==> src/rtl/pipeline_hazard_controller.sv <==
// pipeline_hazard_controller
//   Stall/flush sequencer for the 5-stage LC-3b pipeline. It inserts
//   bubbles for load-use hazards that forwarding cannot cover, freezes the
//   pipeline while instruction or data memory is busy, and flushes the
//   younger stages when a branch resolves taken in MEM. It also keeps
//   saturating stall and flush counters.
// Ports
//   clk, reset                     clock, synchronous active-high reset
//   id_*                           ID-stage source operand usage
//   ex_memread/regwrite/destreg    EX-stage load destination
//   imem_req/resp, dmem_req/resp   memory handshake (wait = req & !resp)
//   br_taken_mem, br_target        taken branch resolved in MEM
//   pc_load, pc_redirect_sel/pc_redirect   PC control
//   *_load, idex_bubble, flush_*   pipeline register control
//   stall_cycles, flush_events     performance counters
module pipeline_hazard_controller #(
  parameter int LU_BUBBLES = 1,
  parameter int CNT_W      = 16
) (
  input  logic             clk,
  input  logic             reset,
  input  logic             id_valid,
  input  logic [2:0]       id_srcA,
  input  logic [2:0]       id_srcB,
  input  logic             id_usesA,
  input  logic             id_usesB,
  input  logic             ex_memread,
  input  logic             ex_regwrite,
  input  logic [2:0]       ex_destreg,
  input  logic             imem_req,
  input  logic             imem_resp,
  input  logic             dmem_req,
  input  logic             dmem_resp,
  input  logic             br_taken_mem,
  input  logic [15:0]      br_target,
  output logic             pc_load,
  output logic             pc_redirect_sel,
  output logic [15:0]      pc_redirect,
  output logic             ifid_load,
  output logic             idex_load,
  output logic             exmem_load,
  output logic             memwb_load,
  output logic             idex_bubble,
  output logic             flush_ifid,
  output logic             flush_idex,
  output logic             flush_exmem,
  output logic [CNT_W-1:0] stall_cycles,
  output logic [CNT_W-1:0] flush_events
);

  localparam logic [1:0] S_RUN     = 2'd0;
  localparam logic [1:0] S_LU_HOLD = 2'd1;
  localparam logic [1:0] S_DRAIN   = 2'd2;

  localparam logic [1:0]       LU_INIT = 2'(LU_BUBBLES - 1);
  localparam logic [CNT_W-1:0] CNT_ONE = {{(CNT_W-1){1'b0}}, 1'b1};

  logic [1:0]  state, state_nxt;
  logic [15:0] tgt_q, tgt_nxt;
  logic [1:0]  bcnt, bcnt_nxt;
  logic        flush_hit;

  logic imem_wait, dmem_wait, load_use;

  assign imem_wait = imem_req & ~imem_resp;
  assign dmem_wait = dmem_req & ~dmem_resp;
  // R0 is compared too: a load into R0 still has to stall a reader of R0.
  assign load_use  = id_valid & ex_memread & ex_regwrite &
                     ((id_usesA & (id_srcA == ex_destreg)) |
                      (id_usesB & (id_srcB == ex_destreg)));

  always_comb begin
    pc_load         = 1'b1;
    pc_redirect_sel = 1'b0;
    pc_redirect     = br_target;
    ifid_load       = 1'b1;
    idex_load       = 1'b1;
    exmem_load      = 1'b1;
    memwb_load      = 1'b1;
    idex_bubble     = 1'b0;
    flush_ifid      = 1'b0;
    flush_idex      = 1'b0;
    flush_exmem     = 1'b0;
    state_nxt       = state;
    tgt_nxt         = tgt_q;
    bcnt_nxt        = bcnt;
    flush_hit       = 1'b0;

    if (reset) begin
      {pc_load, ifid_load, idex_load, exmem_load, memwb_load} = '0;
      {flush_ifid, flush_idex, flush_exmem} = '1;
    end else begin
      case (state)
        S_RUN, S_LU_HOLD: begin
          if (dmem_wait) begin
            {pc_load, ifid_load, idex_load, exmem_load, memwb_load} = '0;
          end else if (br_taken_mem) begin
            // Younger stages are wrong-path; any pending bubbles die with them.
            {flush_ifid, flush_idex, flush_exmem} = '1;
            flush_hit = 1'b1;
            bcnt_nxt  = 2'd0;
            if (imem_wait) begin
              // Fetch in flight: hold the target until the stale fetch returns.
              pc_load   = 1'b0;
              tgt_nxt   = br_target;
              state_nxt = S_DRAIN;
            end else begin
              pc_redirect_sel = 1'b1;
              state_nxt       = S_RUN;
            end
          end else if (imem_wait) begin
            {pc_load, ifid_load, idex_load, exmem_load, memwb_load} = '0;
          end else if (state == S_LU_HOLD) begin
            pc_load     = 1'b0;
            ifid_load   = 1'b0;
            idex_bubble = 1'b1;
            bcnt_nxt    = bcnt - 2'd1;
            if (bcnt == 2'd1) state_nxt = S_RUN;
          end else if (load_use) begin
            pc_load     = 1'b0;
            ifid_load   = 1'b0;
            idex_bubble = 1'b1;
            if (LU_BUBBLES > 1) begin
              bcnt_nxt  = LU_INIT;
              state_nxt = S_LU_HOLD;
            end
          end
        end
        S_DRAIN: begin
          {pc_load, ifid_load, idex_load, exmem_load, memwb_load} = '0;
          pc_redirect = tgt_q;
          if (imem_resp) begin
            // The returning instruction is from the wrong path; drop it.
            pc_load         = 1'b1;
            pc_redirect_sel = 1'b1;
            ifid_load       = 1'b1;
            flush_ifid      = 1'b1;
            state_nxt       = S_RUN;
          end
        end
        default: begin
          {pc_load, ifid_load, idex_load, exmem_load, memwb_load} = '0;
          state_nxt = S_RUN;
        end
      endcase
    end
  end

  always_ff @(posedge clk) begin
    if (reset) begin
      state        <= S_RUN;
      tgt_q        <= 16'h0000;
      bcnt         <= 2'd0;
      stall_cycles <= '0;
      flush_events <= '0;
    end else begin
      state <= state_nxt;
      tgt_q <= tgt_nxt;
      bcnt  <= bcnt_nxt;
      if (!pc_load && !(&stall_cycles)) stall_cycles <= stall_cycles + CNT_ONE;
      if (flush_hit && !(&flush_events)) flush_events <= flush_events + CNT_ONE;
    end
  end

endmodule

==> config.mk <==
export PLATFORM = sky130hd
export DESIGN_NAME = pipeline_hazard_controller
export DESIGN_NICKNAME = d
export VERILOG_FILES = /design/src/rtl/pipeline_hazard_controller.sv
export SDC_FILE = /design/constraint.sdc
export NUM_CORES = 1
export LEC_CHECK = 0
export ABC_CLOCK_PERIOD_IN_PS = 2200
export BUFFER_PORTS_ARGS = -buffer_cell sky130_fd_sc_hd__buf_4
export CAP_MARGIN = 10
export CORE_MARGIN = 3
export CORE_UTILIZATION = 40
export CTS_CLUSTER_DIAMETER = 120
export DETAILED_ROUTE_END_ITERATION = 10
export PLACE_DENSITY = 0.77
export REMOVE_ABC_BUFFERS = 1
export SETUP_SLACK_MARGIN = 0.1
export SLEW_MARGIN = 20
export SYNTH_ARGS = -nofsm -noshare
export SYNTH_HDL_FRONTEND = slang
export SYNTH_SLANG_ARGS = --single-unit
==> constraint.sdc <==
create_clock -name clk -period 2.2 [get_ports clk]
set_clock_uncertainty 0.1 [all_clocks]
set_input_delay 0.33 -clock clk [delete_from_list [all_inputs] [get_ports clk]]
set_output_delay 0.33 -clock clk [all_outputs]
set_load 0.01 [all_outputs]
== Word level (Yosys, flattened, before mapping) ==
Index checks and enable logic that the tools add are counted.

* Add/subtract/negate cells: 3
* $mul: 0
* Divide/modulo/power cells: 0
* Magnitude comparators: 0
* Eq/ne operators: 11
* Shifts and indexed selects: 0
* Muxes and demuxes: 48
* Bitwise logic cells: 11
* Reduce and logical (&&, ||, !) cells: 13

{| class="wikitable"
|+ Operators by type and width
! kind !! number
|-
| $add A16 B1 Y16 const B || 2
|-
| $mux W16 || 2
|-
| $reduce_and A16 Y1 || 2
|-
| $mux W1 || 31
|-
| $mux W2 || 10
|-
| $ne A3 B3 Y1 const B || 3
|-
| $pmux W1 S2 || 4
|-
| $reduce_and A4 Y1 || 2
|-
| $and A1 B1 Y1 || 7
|-
| $eq A3 B3 Y1 || 2
|-
| $ne A2 B2 Y1 const B || 3
|-
| $reduce_and A5 Y1 || 1
|-
| $eq A2 B1 Y1 const B || 2
|-
| $pmux W2 S2 || 1
|-
| $logic_not A1 Y1 || 3
|-
| $not A1 Y1 || 3
|-
| $eq A2 B2 Y1 const B || 1
|-
| $logic_and A1 B1 Y1 || 2
|-
| $logic_not A2 Y1 || 1
|-
| $reduce_bool A2 Y1 || 1
|-
| $reduce_or A2 Y1 || 1
|-
| $sub A2 B1 Y2 const B || 1
|-
| $or A1 B1 Y1 || 1
|}

* Bits in registers: 52
* Bits in latches: 0
* Bits in writable memories: 0
* Bits in read-only memories: 0
* Bits of input ports: 37
* Output and inout port bits: 58
* Memories: 0

== Longest topological paths before layout ==
* Depth after elaboration: 13
* Gate-level depth with buffers: 9
* Mapped depth without buffers: 7

== Worst setup path before layout ==
Ideal clock, no wire load.

* Path type: register -> register
* Start: reg stall_cycles[0]
* End: reg stall_cycles[11]
* Setup time: 123 ps
* Arrival: 1914 ps
* Data required time: 1977 ps
* Slack: 62 ps
* Cell stages (with the launch flop): 9
* Buffers on the path: 1
* Cells stage by stage: dfxtp_1 > ha_1 > nand3_1 > nor4_2 > a2111oi_4 > nor2_2 > buf_6 > nor4_1 > mux2_1

* Word-level cells in the longest chain between the ends: 3
* Elaborated cells between the ends (all ways): 4
* Those cells by class: add/sub (1); reduce/logical (3)

{| class="wikitable"
|+ Ends and longest elaborated chain
! what !! RTL line !! RTL
|-
| start: declaration || 47 || <nowiki>output logic [CNT_W-1:0] stall_cycles,</nowiki>
|-
| start signal: assignment || 160 || <nowiki>if (!pc_load && !(&stall_cycles)) stall_cycles <= stall_cycles + CNT_ONE;</nowiki>
|-
| branches (longest 3 deep; another with $add A16 B1 Y16) || n/a ||
|}

Several ways; the timed one is not identified.
A chain may end at the register's enable or synchronous reset.

== Worst setup path in the final report ==
* Start: reg stall_cycles[1]
* End: reg stall_cycles[3]

The elaborated chain is that of the path after synthesis.

==> results.ini <==
[critical_path]
worstPathRequired_ns=2.34
crit_type=reg2reg
cp.arrival_ns=2.24
worstSetupEndpointType=register
crit_fanout=5
worst_r2r_path_depth=9
cp-start-kind=register

[floorplanning]
core_sq_um=6026
die-area_sq_um=7345
num_io_pins=95
initial_core_util=0.4217
die_h_um=85.71
num_rows=28
die_x_um=85.71

[sta]
finalCritPeriodShare=0.9562
setup-tns-final_ns=0
tightest_slew_ns=0.5570
maxSlewHeadroom=0.6278
period_needed_ns=2.104
drv_slew=0
max_freq_ghz=0.4754
rsz0062_at_grt=true
fin_ws_ns=0.09629
final_hold_viol_count=0
finalSetupViolCount=0

[worst_hold_path]
hold_path.class=in2reg
whs_path_depth=2

[finish]
fin_util=0.6221
final_area_sq_um=3749
synthToLayoutAreaGrowth_pct=47.51
layout.nets=464
mostFrequentLayoutCells=buf_4 (126), nand2_1 (47), dfxtp_1 (47), nor2_1 (30), a21oi_1 (26)
final_common_cell=buf_4
fin_cells=501
drive_above_1_share=0.4155
fillCellCount=537
antenna_cells=0

[clocking]
cts_tree=yes
numCtsBuffers=5
cts_sinks=49
clkTransAtPathRegs_ns=0.09
hold_buffers=0
clock_latency_ns=0.30
htree_num_levels=2
cts_root_buf=clkbuf_8
clock_path_buffers=2

[placed_design]
place_congestion=0.7923
placed_area_sq_um=3506
dp.cells=490
portBuffers=94
place_hpwl_mm=5.298
pre_cts_ws_ns=-0.1296

[detailed_routing]
drc_errors=0
detail_route.first_pass.iterations=5
drt_first_iter_violations=113
via_per_inst=5.220
wl_mm=7.285
dr_total_vias=2615
ant_nets=0
wire_per_inst_um=14.54

[power]
power.leakage_nw=1.551
p_per_area_nw_per_um2=482.3
ir_drop_mv=0.4172

[run]
maxCapViolCount=0

[yosys]
yosysUniqueCellTypes=38
seq_area_frac_synth=0.3860
yosys_warnings=0
synthesis.area_sq_um=2541
postSynthAreaPerCell_sq_um=8.387
syn_inst=303
synth_seq_cells=49

[global_routing]
antenna_found_initial=0
grt_pass1_vias=2604
track_usage=0.1971
grt_overflow=0
grt_pass1_wl_mm=11.93
grt_start_max_net_pins=20

[run_status]
status=finished clean

==> final cells by class <==
type	instances	area, sq um	share of cell area
Sequential cell	49	983.4	0.2623
Clock buffer	6	72.57	0.01936
Multi-Input combinational cell	237	1600	0.4269
Inverter	4	15.01	0.004005
Tap cell	75	93.84	0.02503
Clock inverter	2	15.01	0.004005
Timing Repair Buffer	128	968.4	0.2583
==> repair_timing <==
item	4_1_cts	5_1_grt
gates cloned	2	0
buffers inserted	2	1
resized for setup	8	19
pin swaps	3	18
endpoints found under the setup margin	14	20
==> where the power goes <==
group | switching [W] | internal (W)
clock | 0.000314 | 0.000225
combinational | 0.000170 | 0.000177
sequential | 0.0000158 | 0.000907
total | 0.000500 | 0.00131
==> synthesized netlist by cell type (all sizes together) <==
cell / count / area (sq um)
dfxtp: 49 / 980.9
nand2: 47 / 176.4
nor2: 31 / 118.9
a21oi: 29 / 145.1
mux2: 20 / 225.2
nand3: 13 / 65.06
nand4: 13 / 81.33
xor2: 13 / 113.9
xnor2: 10 / 87.58
clkbuf: 9 / 33.78
or4: 8 / 60.06
buf: 6 / 48.80
nand2b: 6 / 37.54
nor2b: 6 / 37.54
nor3: 6 / 35.03
o31ai: 6 / 45.04
o21ai: 5 / 25.02
inv: 4 / 15.01
nor4: 4 / 31.28
and2: 2 / 12.51
ha: 2 / 25.02
mux2i: 2 / 20.02
o21a: 2 / 15.01
or2: 2 / 12.51
a2111oi: 1 / 27.53
a311oi: 1 / 15.01
and3: 1 / 6.260
and4: 1 / 8.760
o2111a: 1 / 11.26
o211a: 1 / 10.01
o21bai: 1 / 7.510
or3: 1 / 6.260
==> layer usage <==
| metal | global-route usage | vias up | wire [um] |
|---|---|---|---|
| li1 | - | 1304 | - |
| met1 | 0.2250 | 1214 | 2915 |
| met2 | 0.3517 | 83 | 3729 |
| met3 | 0.05379 | 14 | 498 |
| met4 | 0.06906 | 0 | 141 |
| met5 | 0 | - | 0 |
==> path summary, 6_finish.rpt <==
path	start	end	slack [ns]
max	stall_cycles[1]$_SDFFE_PP0P_	stall_cycles[3]$_SDFFE_PP0P_	0.1
min	reset	state[1]$_SDFFE_PP0P_	0.16
max reg2reg	stall_cycles[1]$_SDFFE_PP0P_	stall_cycles[3]$_SDFFE_PP0P_	0.1
min reg2reg	tgt_q[8]$_SDFFE_PP0P_	tgt_q[8]$_SDFFE_PP0P_	0.36
==> metrics by stage <==
step / hold slack [ns] / power (W)
after floorplan: 0.2991 / 0.001069
after global placement: 0.3398 / 0.001251
after detailed placement: 0.3470 / 0.001262
after CTS: 0.1424 / 0.001805
after global routing: 0.1477 / 0.001885
final: 0.1564 / 0.001808
==> sequential cells by signal, summed over array words and instances, names as in the netlist <==
signal        count
stall_cycles     16
flush_events     16
state             1
tgt_q            16
==> logic make-up (layout without fill, tap and decap cells) <==
group / Yosys count / count (layout) / share of synthesized area
muxes: 22 / 22 / 0.09650
adders and majority gates: 2 / 2 / 0.009846
xor gates and xnor gates: 23 / 23 / 0.07927
and+or+nand+nor: 141 / 143 / 0.2713
buffers and inverters: 19 / 140 / 0.03840
AOI/OAI and AO/OA: 47 / 47 / 0.1187
DFF: 49 / 49 / 0.3860
==> critical path, stage by stage, from the launching register on <==
cell and delay (ns):
dfxtp_2 0.35, ha_4 0.17, nand3_4 0.08, nor4_4 0.06
a2111oi_4 0.36, buf_6 0.19, nor2_4 0.07, buf_6 0.16
or3_1 0.35, a21oi_1 0.14
No activity file was read; power rests on OpenSTA's default activity.
